$ cat src/rtl/pipe_pkg.sv
// pipe_pkg: opcodes, instruction field positions and
// hazard-controller state encoding shared by the pipeline.
package pipe_pkg;

  localparam logic [5:0] OP_RTYPE = 6'h00;
  localparam logic [5:0] OP_BEQ   = 6'h04;
  localparam logic [5:0] OP_BNE   = 6'h05;
  localparam logic [5:0] OP_LW    = 6'h23;
  localparam logic [5:0] OP_SW    = 6'h2B;
  localparam logic [5:0] OP_MUL   = 6'h1C;
  localparam logic [5:0] OP_DIV   = 6'h1D;

  localparam int OP_MSB = 31;
  localparam int OP_LSB = 26;
  localparam int RS_MSB = 25;
  localparam int RS_LSB = 21;
  localparam int RT_MSB = 20;
  localparam int RT_LSB = 16;

  typedef enum logic {
    RUN     = 1'b0,
    MC_WAIT = 1'b1
  } state_t;

  function automatic logic uses_rt(input logic [5:0] op);
    return (op == OP_RTYPE) || (op == OP_SW) ||
           (op == OP_BEQ) || (op == OP_BNE);
  endfunction

  function automatic logic is_mc(input logic [5:0] op);
    return (op == OP_MUL) || (op == OP_DIV);
  endfunction

endpackage

$ cat src/rtl/pipe_hazard_ctrl_hazard_detect.sv
// hazard_detect: load-use compare between the load in EXE
// and the source registers of the instruction in ID.
module hazard_detect
  import pipe_pkg::*;
#(
  parameter int IW = 32
) (
  input  logic [IW-1:0] id_inst,
  input  logic          id_valid,
  input  logic [IW-1:0] exe_inst,
  input  logic          exe_valid,
  output logic          lu_hazard
);

  logic [5:0] id_op;
  logic [5:0] exe_op;
  logic [4:0] id_rs;
  logic [4:0] id_rt;
  logic [4:0] exe_rt;
  logic       rs_hit;
  logic       rt_hit;

  assign id_op  = id_inst[OP_MSB:OP_LSB];
  assign id_rs  = id_inst[RS_MSB:RS_LSB];
  assign id_rt  = id_inst[RT_MSB:RT_LSB];
  assign exe_op = exe_inst[OP_MSB:OP_LSB];
  assign exe_rt = exe_inst[RT_MSB:RT_LSB];

  assign rs_hit = (exe_rt == id_rs);
  assign rt_hit = uses_rt(id_op) && (exe_rt == id_rt);

  // r0 is hardwired zero, so a load into it never creates a dependency
  assign lu_hazard = exe_valid && id_valid &&
                     (exe_op == OP_LW) && (exe_rt != 5'd0) &&
                     (rs_hit || rt_hit);

endmodule

$ cat src/rtl/pipe_hazard_ctrl.sv
// pipe_hazard_ctrl: stall/flush/bubble sequencing for the
// 5-stage pipeline plus a saturating stall-cycle counter.
module pipe_hazard_ctrl
  import pipe_pkg::*;
#(
  parameter int IW        = 32,
  parameter int MC_CYCLES = 4,
  parameter int CNT_W     = 16
) (
  input  logic             clk,
  input  logic             rst_n,
  input  logic [IW-1:0]    id_inst,
  input  logic             id_valid,
  input  logic [IW-1:0]    exe_inst,
  input  logic             exe_valid,
  input  logic             exe_br_taken,
  output logic             pc_en,
  output logic             ifid_en,
  output logic             ifid_flush,
  output logic             idexe_en,
  output logic             idexe_bubble,
  output logic             mc_busy,
  output logic [CNT_W-1:0] stall_cycles
);

  localparam logic [3:0]       MC_INIT = 4'(MC_CYCLES - 2);
  localparam logic [CNT_W-1:0] CNT_MAX = '1;

  state_t     state;
  state_t     state_nxt;
  logic [3:0] cnt;
  logic [3:0] cnt_nxt;
  logic       lu_hazard;
  logic       br_ev;
  logic       mc_ev;
  logic       mc_hold;

  hazard_detect #(
    .IW(IW)
  ) u_hd (
    .id_inst   (id_inst),
    .id_valid  (id_valid),
    .exe_inst  (exe_inst),
    .exe_valid (exe_valid),
    .lu_hazard (lu_hazard)
  );

  assign br_ev = exe_valid && exe_br_taken;
  assign mc_ev = exe_valid && is_mc(exe_inst[OP_MSB:OP_LSB]);

  // the start cycle and every MC_WAIT cycle with cnt!=0 freeze the front end
  assign mc_hold = (state == MC_WAIT) ? (cnt != 4'd0) : (!br_ev && mc_ev);

  // State and wait-counter register
  always_ff @(posedge clk) begin
    if (!rst_n) begin
      state <= RUN;
      cnt   <= 4'd0;
    end else begin
      state <= state_nxt;
      cnt   <= cnt_nxt;
    end
  end

  // Next state: enter MC_WAIT on a MUL/DIV, count down, then release
  always_comb begin
    state_nxt = state;
    cnt_nxt   = cnt;
    case (state)
      RUN: begin
        if (!br_ev && mc_ev) begin
          state_nxt = MC_WAIT;
          cnt_nxt   = MC_INIT;
        end
      end
      MC_WAIT: begin
        if (cnt != 4'd0) cnt_nxt = cnt - 4'd1;
        else state_nxt = RUN;
      end
      default: state_nxt = RUN;
    endcase
  end

  // Outputs: reset bubbles, then MC hold, then branch > load-use
  always_comb begin
    pc_en        = 1'b1;
    ifid_en      = 1'b1;
    ifid_flush   = 1'b0;
    idexe_en     = 1'b1;
    idexe_bubble = 1'b0;
    mc_busy      = 1'b0;
    priority case (1'b1)
      !rst_n: begin
        pc_en        = 1'b0;
        ifid_en      = 1'b0;
        ifid_flush   = 1'b1;
        idexe_bubble = 1'b1;
      end
      mc_hold: begin
        pc_en    = 1'b0;
        ifid_en  = 1'b0;
        idexe_en = 1'b0;
        mc_busy  = 1'b1;
      end
      (state == MC_WAIT): begin
      end
      br_ev: begin
        ifid_flush   = 1'b1;
        idexe_bubble = 1'b1;
      end
      lu_hazard: begin
        pc_en        = 1'b0;
        ifid_en      = 1'b0;
        idexe_bubble = 1'b1;
      end
      default: begin
      end
    endcase
  end

  // Saturating count of cycles where the PC was held
  always_ff @(posedge clk) begin
    if (!rst_n) begin
      stall_cycles <= '0;
    end else if (!pc_en && (stall_cycles != CNT_MAX)) begin
      stall_cycles <= stall_cycles + CNT_W'(1);
    end
  end

endmodule

$ cat config.mk
export PLATFORM = sky130hd
export DESIGN_NAME = pipe_hazard_ctrl
export DESIGN_NICKNAME = d
export VERILOG_FILES = /design/src/rtl/pipe_pkg.sv /design/src/rtl/pipe_hazard_ctrl_hazard_detect.sv /design/src/rtl/pipe_hazard_ctrl.sv
export SDC_FILE = /design/constraint.sdc
export NUM_CORES = 1
export LEC_CHECK = 0
export CAP_MARGIN = 10
export CORE_UTILIZATION = 32
export CTS_BUF_LIST = sky130_fd_sc_hd__clkbuf_2
export CTS_CLUSTER_DIAMETER = 60
export DETAILED_ROUTE_END_ITERATION = 8
export PLACE_DENSITY = 0.78
export SLEW_MARGIN = 10
export SYNTH_ARGS = -nofsm -noshare
export SYNTH_HDL_FRONTEND = slang
export SYNTH_SLANG_ARGS = --single-unit
$ cat constraint.sdc
create_clock -name clk -period 2.6 [get_ports clk]
set_input_delay 0.52 -clock clk [delete_from_list [all_inputs] [get_ports clk]]
set_output_delay 0.52 -clock clk [all_outputs]
set_load 0.01 [all_outputs]
* After elaboration in Yosys (flattened, before gate mapping) *
Index checks and enable logic that the tools add are counted.
Widths: inputs -> output; s select.

cells by class
  add/subtract/negate cells = 2
  $mul = 0
  div/mod/pow operators = 0
  $lt $le $gt $ge = 0
  equal/unequal tests = 11
  shift-type cells = 0
  muxes and demuxes = 25
  bitwise operators = 1
  reduce and logical (&&, ||, !) cells = 20

operator list
  operator               count
  $mux 1                 21
  $add 16x1->16 const B  1
  $ne 16x16->1 const B   1
  $eq 6x3->1 const B     2
  $eq 6x5->1 const B     2
  $eq 6x6->1 const B     2
  $eq 5x5->1             2
  $logic_and 1x1->1      9
  $mux 4                 2
  $pmux 4 s2             1
  $logic_not 6->1        1
  $logic_or 1x1->1       5
  $reduce_bool 5->1      1
  $reduce_bool 4->1      1
  $sub 4x1->4 const B    1
  $logic_not 1->1        2
  $ne 2x1->1 const B     1
  $ne 2x2->1 const B     1
  $pmux 1 s2             1
  $reduce_and 2->1       1
  $not 1->1              1

storage, ports and cells
  register bits after elaboration = 21
  latch bits = 0
  bits in writable memories = 0
  memory bits (read-only) = 0
  output and inout port bits = 22
  word-level logic and storage cells = 62
  memories kept = 0

* Logic depth before layout (Yosys ltp) *
  depth in word-level cells = 14
  depth in mapped cells = 10
  mapped depth without buffers = 8

* By module *
From an unflattened synthesis, not the netlist that was laid out.

second synthesis, totals
  cells, all modules = 157
  area, all modules = 1313.8 µm²

modules (own cells, without submodules)
  module            times used  cells each  area an instance (µm²)  sequential area each (µm²)
  pipe_hazard_ctrl  1           135         1133.6                  420.4
  hazard_detect     1           22          180.2                   0.0

* Worst setup path before layout *
OpenSTA, ideal clock, no wires.

  path kind = input to output
  start = input port id_inst[27]
  end = output port pc_en
  arrival time = 2.162 ns
  data required time = 2.080 ns
  setup slack = -0.082 ns
  cell stages on the path = 5
  buffers on the path = 1
  cells stage by stage = or4_1 -> a2111o_1 -> a2111oi_4 -> nor2_1 -> buf_4

between the ends
  word-level cells in the longest chain between the ends = 12

RTL lines
  item                                                  RTL line                              source
  from (decl)                                           pipe_hazard_ctrl.sv:12                input logic [IW-1:0] id_inst,
  $eq 6x6->1 / $logic_not 6->1 (equally long branches)  pipe_pkg.sv:26                        return (op == OP_RTYPE) || (op == OP_SW) ||
  $logic_or 1x1->1 (2 in series)                        pipe_pkg.sv:26
  $logic_or 1x1->1 *                                    pipe_pkg.sv:27                        (op == OP_BEQ) || (op == OP_BNE);
  $logic_and 1x1->1 *                                   pipe_hazard_ctrl_hazard_detect.sv:30  assign rt_hit = uses_rt(id_op) && (exe_rt == id_rt);
  $logic_or 1x1->1 *                                    pipe_hazard_ctrl_hazard_detect.sv:35  (rs_hit || rt_hit);
  $logic_and 1x1->1 *                                   pipe_hazard_ctrl_hazard_detect.sv:34  (exe_op == OP_LW) && (exe_rt != 5'd0) &&
  $mux 1 * (5 in series)                                --
  to (decl)                                             pipe_hazard_ctrl.sv:17                output logic pc_en,

Mark *: on every way between the ends. The rest lies on a longest branch, timed or not.

* Final worst setup path *
  start = input port id_inst[29]
  end = output port ifid_en

between the ends
  word-level cells in the longest chain between the ends = 12

RTL lines
  item                                                  RTL line                              source
  $eq 6x6->1 / $logic_not 6->1 (equally long branches)  pipe_pkg.sv:26
  $logic_or 1x1->1 (2 in series)                        pipe_pkg.sv:26
  $logic_or 1x1->1 *                                    pipe_pkg.sv:27
  $logic_and 1x1->1 *                                   pipe_hazard_ctrl_hazard_detect.sv:30
  $logic_or 1x1->1 *                                    pipe_hazard_ctrl_hazard_detect.sv:35
  $logic_and 1x1->1 *                                   pipe_hazard_ctrl_hazard_detect.sv:34
  $mux 1 * (5 in series)                                pipe_hazard_ctrl.sv:92                priority case (1'b1)
  to (decl)                                             pipe_hazard_ctrl.sv:18                output logic ifid_en,

Marked as above.

==> metrics <==
run status=finished, violations left; failing checks=negative setup slack; Core Region=between 0.003 and 0.004 mm^2; CTS Buffer Depth=2; number of routed nets with antenna violations=0; Num CTS Buffers=3; Required @ worst endpoint=2.08 ns; CTS root buffer=clkbuf_2; synthesized area per cell=slightly above 8 um^2; switching pwr=~160 uW; Post-Route WL=about 3200 um; Slew @ Worst Pin=0.341 ns; Antenna Cells=0; Gate power share=0.238; Multi-input gate area=902 um^2; Hold Path Class=flip-flop to flip-flop; CTS tree=yes; I/O Buffers=53; Worst Path Max Fanout=2; via count=1402; Post-synth top cells=dfxtp_1, nand3_1, a21oi_1, o21ai_1, or3_1; CTS H-tree depth=1; Placed Cells=~270; register share of total power=0.541; max incr delay on CP=around 0.5 ns; first-pass iteration count of the detailed router=4; Area Growth Syn to Fin=67.1%; Clk Latency, worst-skew pair=0.33 ns; Max-slew headroom=0.773; Ports=91; final number of setup-violating endpoints=6; CP max-delay cell=or4_4; Worst IR Drop VDD=between 150 and 200 uV; Final Non-Filler Cells=~280; RSZ-0062 raised after global routing=true; CP endpoint kind=output pin; mapped cell area=around 0.0013 mm^2; FILL cells=between 300 and 400; Worst setup SP type=input port; Nets=302; Crit Path Category=input port to output pin; Top FF cell, synth=dfxtp_1; Placer Congestion=just under 0.8; Yosys top cell by area=dfxtp_1; Async S/R FF share, synth=0; number of flops mapped to enable cells by yosys=0; initial antenna violation count=0; GRT overflow=0; WHS Path Cells=2; row cnt=22; crit-path cells=buf_6 > or4_4 > a2111o_1 > buf_6 > a2111oi_4 > nor2_2 > buf_2; register area=between 400 and 500 um^2; Sink Count=21; hold_buf cts=0; crit path time final=approximately 2.8 ns; Chip Width=64.9 um; WP data arrival=2.25 ns; Slew Limit Fails=0; largest net degree at the start of global routing=13; Reg clk slew, reported paths=0.18 ns; Syn Nets=around 230; Sw Share=0.269; post-synth top area share=0.332; Setup WS post-layout=-0.169 ns; dpl hpwl=between 2000 and 2500 um; Worst R2R Path Depth=9; sequential area share after synthesis=0.332; vias per cell=5.06; first-pass GRT wire length=5500 um; initial core utilization=0.340; die area=about 0.0042 mm^2; Internal=about 450 uW; top-count cell post-synth=dfxtp_1; Final Util=0.569; layout cells sized above 1=0.271; Fin Clk Skew=between 0.02 and 0.03 ns; Final period util=1.07; Initial DRC Count=73; max_cap viols=0; vias in the first global route=1328; detailed-route DRC error count=0; number of synthesis warnings=0; most area-consuming cells after synthesis=dfxtp_1, or3_1, nand3_1, a21oi_1, o21ai_1; Power Density=around 290 mW/mm^2; Tot GR Track Use=0.163; post-synth cell types=38; Yosys reg bits=21; Highest Clock Rate=361 MHz; Worst path most repeated cell=buf_6; clock network fraction of total power=0.221; Die Span Y=roughly 65 um; Routed WL per cell=about 12 um; Post-Synthesis Cells=about 160; endpoints failing hold=0; leakage dissipation=around 0.00081 uW
-- logic make-up after synthesis --
| kind of cell | Yosys count | synth area share |
|---|---|---|
| DFF | 21 | 0.332 |
| AOI/OAI and AO/OA | 37 | 0.183 |
| buffers and inverters | 14 | 0.0574 |
| adders and majority gates | 3 | 0.0297 |
| and+or+nand+nor | 68 | 0.308 |
| xor gates and xnor gates | 13 | 0.0900 |
-- cell usage in the layout, fill, tap and decap left out, types with 2 or more instances in the layout --
cell and n:
nand2_1 10, buf_4 17, or3_4 5, a21oi_1 8, a2111oi_4 2, inv_1 6
or4_4 3, or3_1 8, o21ai_1 14, clkdlybuf4s50_1 34, xor2_1 7, nor2_1 7
buf_6 9, dlygate4sd2_1 8, buf_2 5, clkbuf_2 5, ha_1 3, nor3_1 2
dfxtp_1 21, xnor2_1 2, nand3_1 16, xnor2_2 4, and3_1 7, a21oi_2 6
-- through the flow --
| step | hold slack, ns | total power [uW] | cell area, um^2 | setup TNS (ns) | setup slack (ns) |
|---|---|---|---|---|---|
| after floorplan | 0.480 | 390 | 1270 | 0 | 0.0335 |
| after global placement | 0.489 | 472 | 1930 | -13.54 | -0.835 |
| after detailed placement | 0.498 | 473 | 1930 | -13.73 | -0.827 |
| after CTS | 0.522 | 617 | 2030 | -1.16 | -0.253 |
| after global routing | 0.553 | 645 | 2110 | -2.45 | -0.288 |
| final | 0.525 | 614 | 2110 | -0.448 | -0.169 |
-- worst max-delay path, delay by kind of cell --
| family | cells | cell delay [ns] |
|---|---|---|
| buf+inv | 3 | 0.38 |
| compound gates | 2 | 0.76 |
| simple gates | 2 | 0.58 |
-- cell type report --
type,instances,area share
Multi-Input combinational cell,121,0.427
Timing Repair Buffer,76,0.324
Sequential cell,21,0.199
Tap cell,48,0.0284
Inverter,7,0.0124
Clock buffer,3,0.00710
Clock inverter,1,0.00237
-- routing by layer --
| layer | GRT usage | up-vias | part of all wire |
|---|---|---|---|
| met2 | 0.289 | 32 | 0.52 |
| li1 | - | 712 | - |
| met1 | 0.197 | 656 | 0.43 |
| met3 | 0.0440 | 2 | 0.040 |
| met5 | 0 | - | 0 |
| met4 | 0.0278 | 0 | 0.0040 |
-- sequential cells by signal (all words and copies together), names as in the netlist --
register and count:
cnt 4, stall_cycles 16, state 1
-- power by group through the flow --
stage                     Combinational [uW]  Clock, uW  Sequential [uW]
after detailed placement                 135          0              338
after floorplan                         50.8          0              339
after CTS                                141        144              332
after global placement                   134          0              338
after global routing                     159        153              333
final                                    146        136              332
-- path summary, 6_finish.rpt --
path                     end       startpoint  slack, ns
min reg2reg  stall_cycles[1]  stall_cycles[1]       0.52
max reg2reg  stall_cycles[0]  stall_cycles[3]       0.55
max                  ifid_en      id_inst[29]      -0.17
min          stall_cycles[1]  stall_cycles[1]       0.52
-- timing repair --
item / in CTS / in global routing
gates cloned: 0 / 0
gates resized for setup: 56 / 22
buffers inserted: 4 / 4
endpoints found under the setup margin: 21 / 20
pin swaps: 33 / 15
Note: power is estimated with default switching activity, not from simulation.
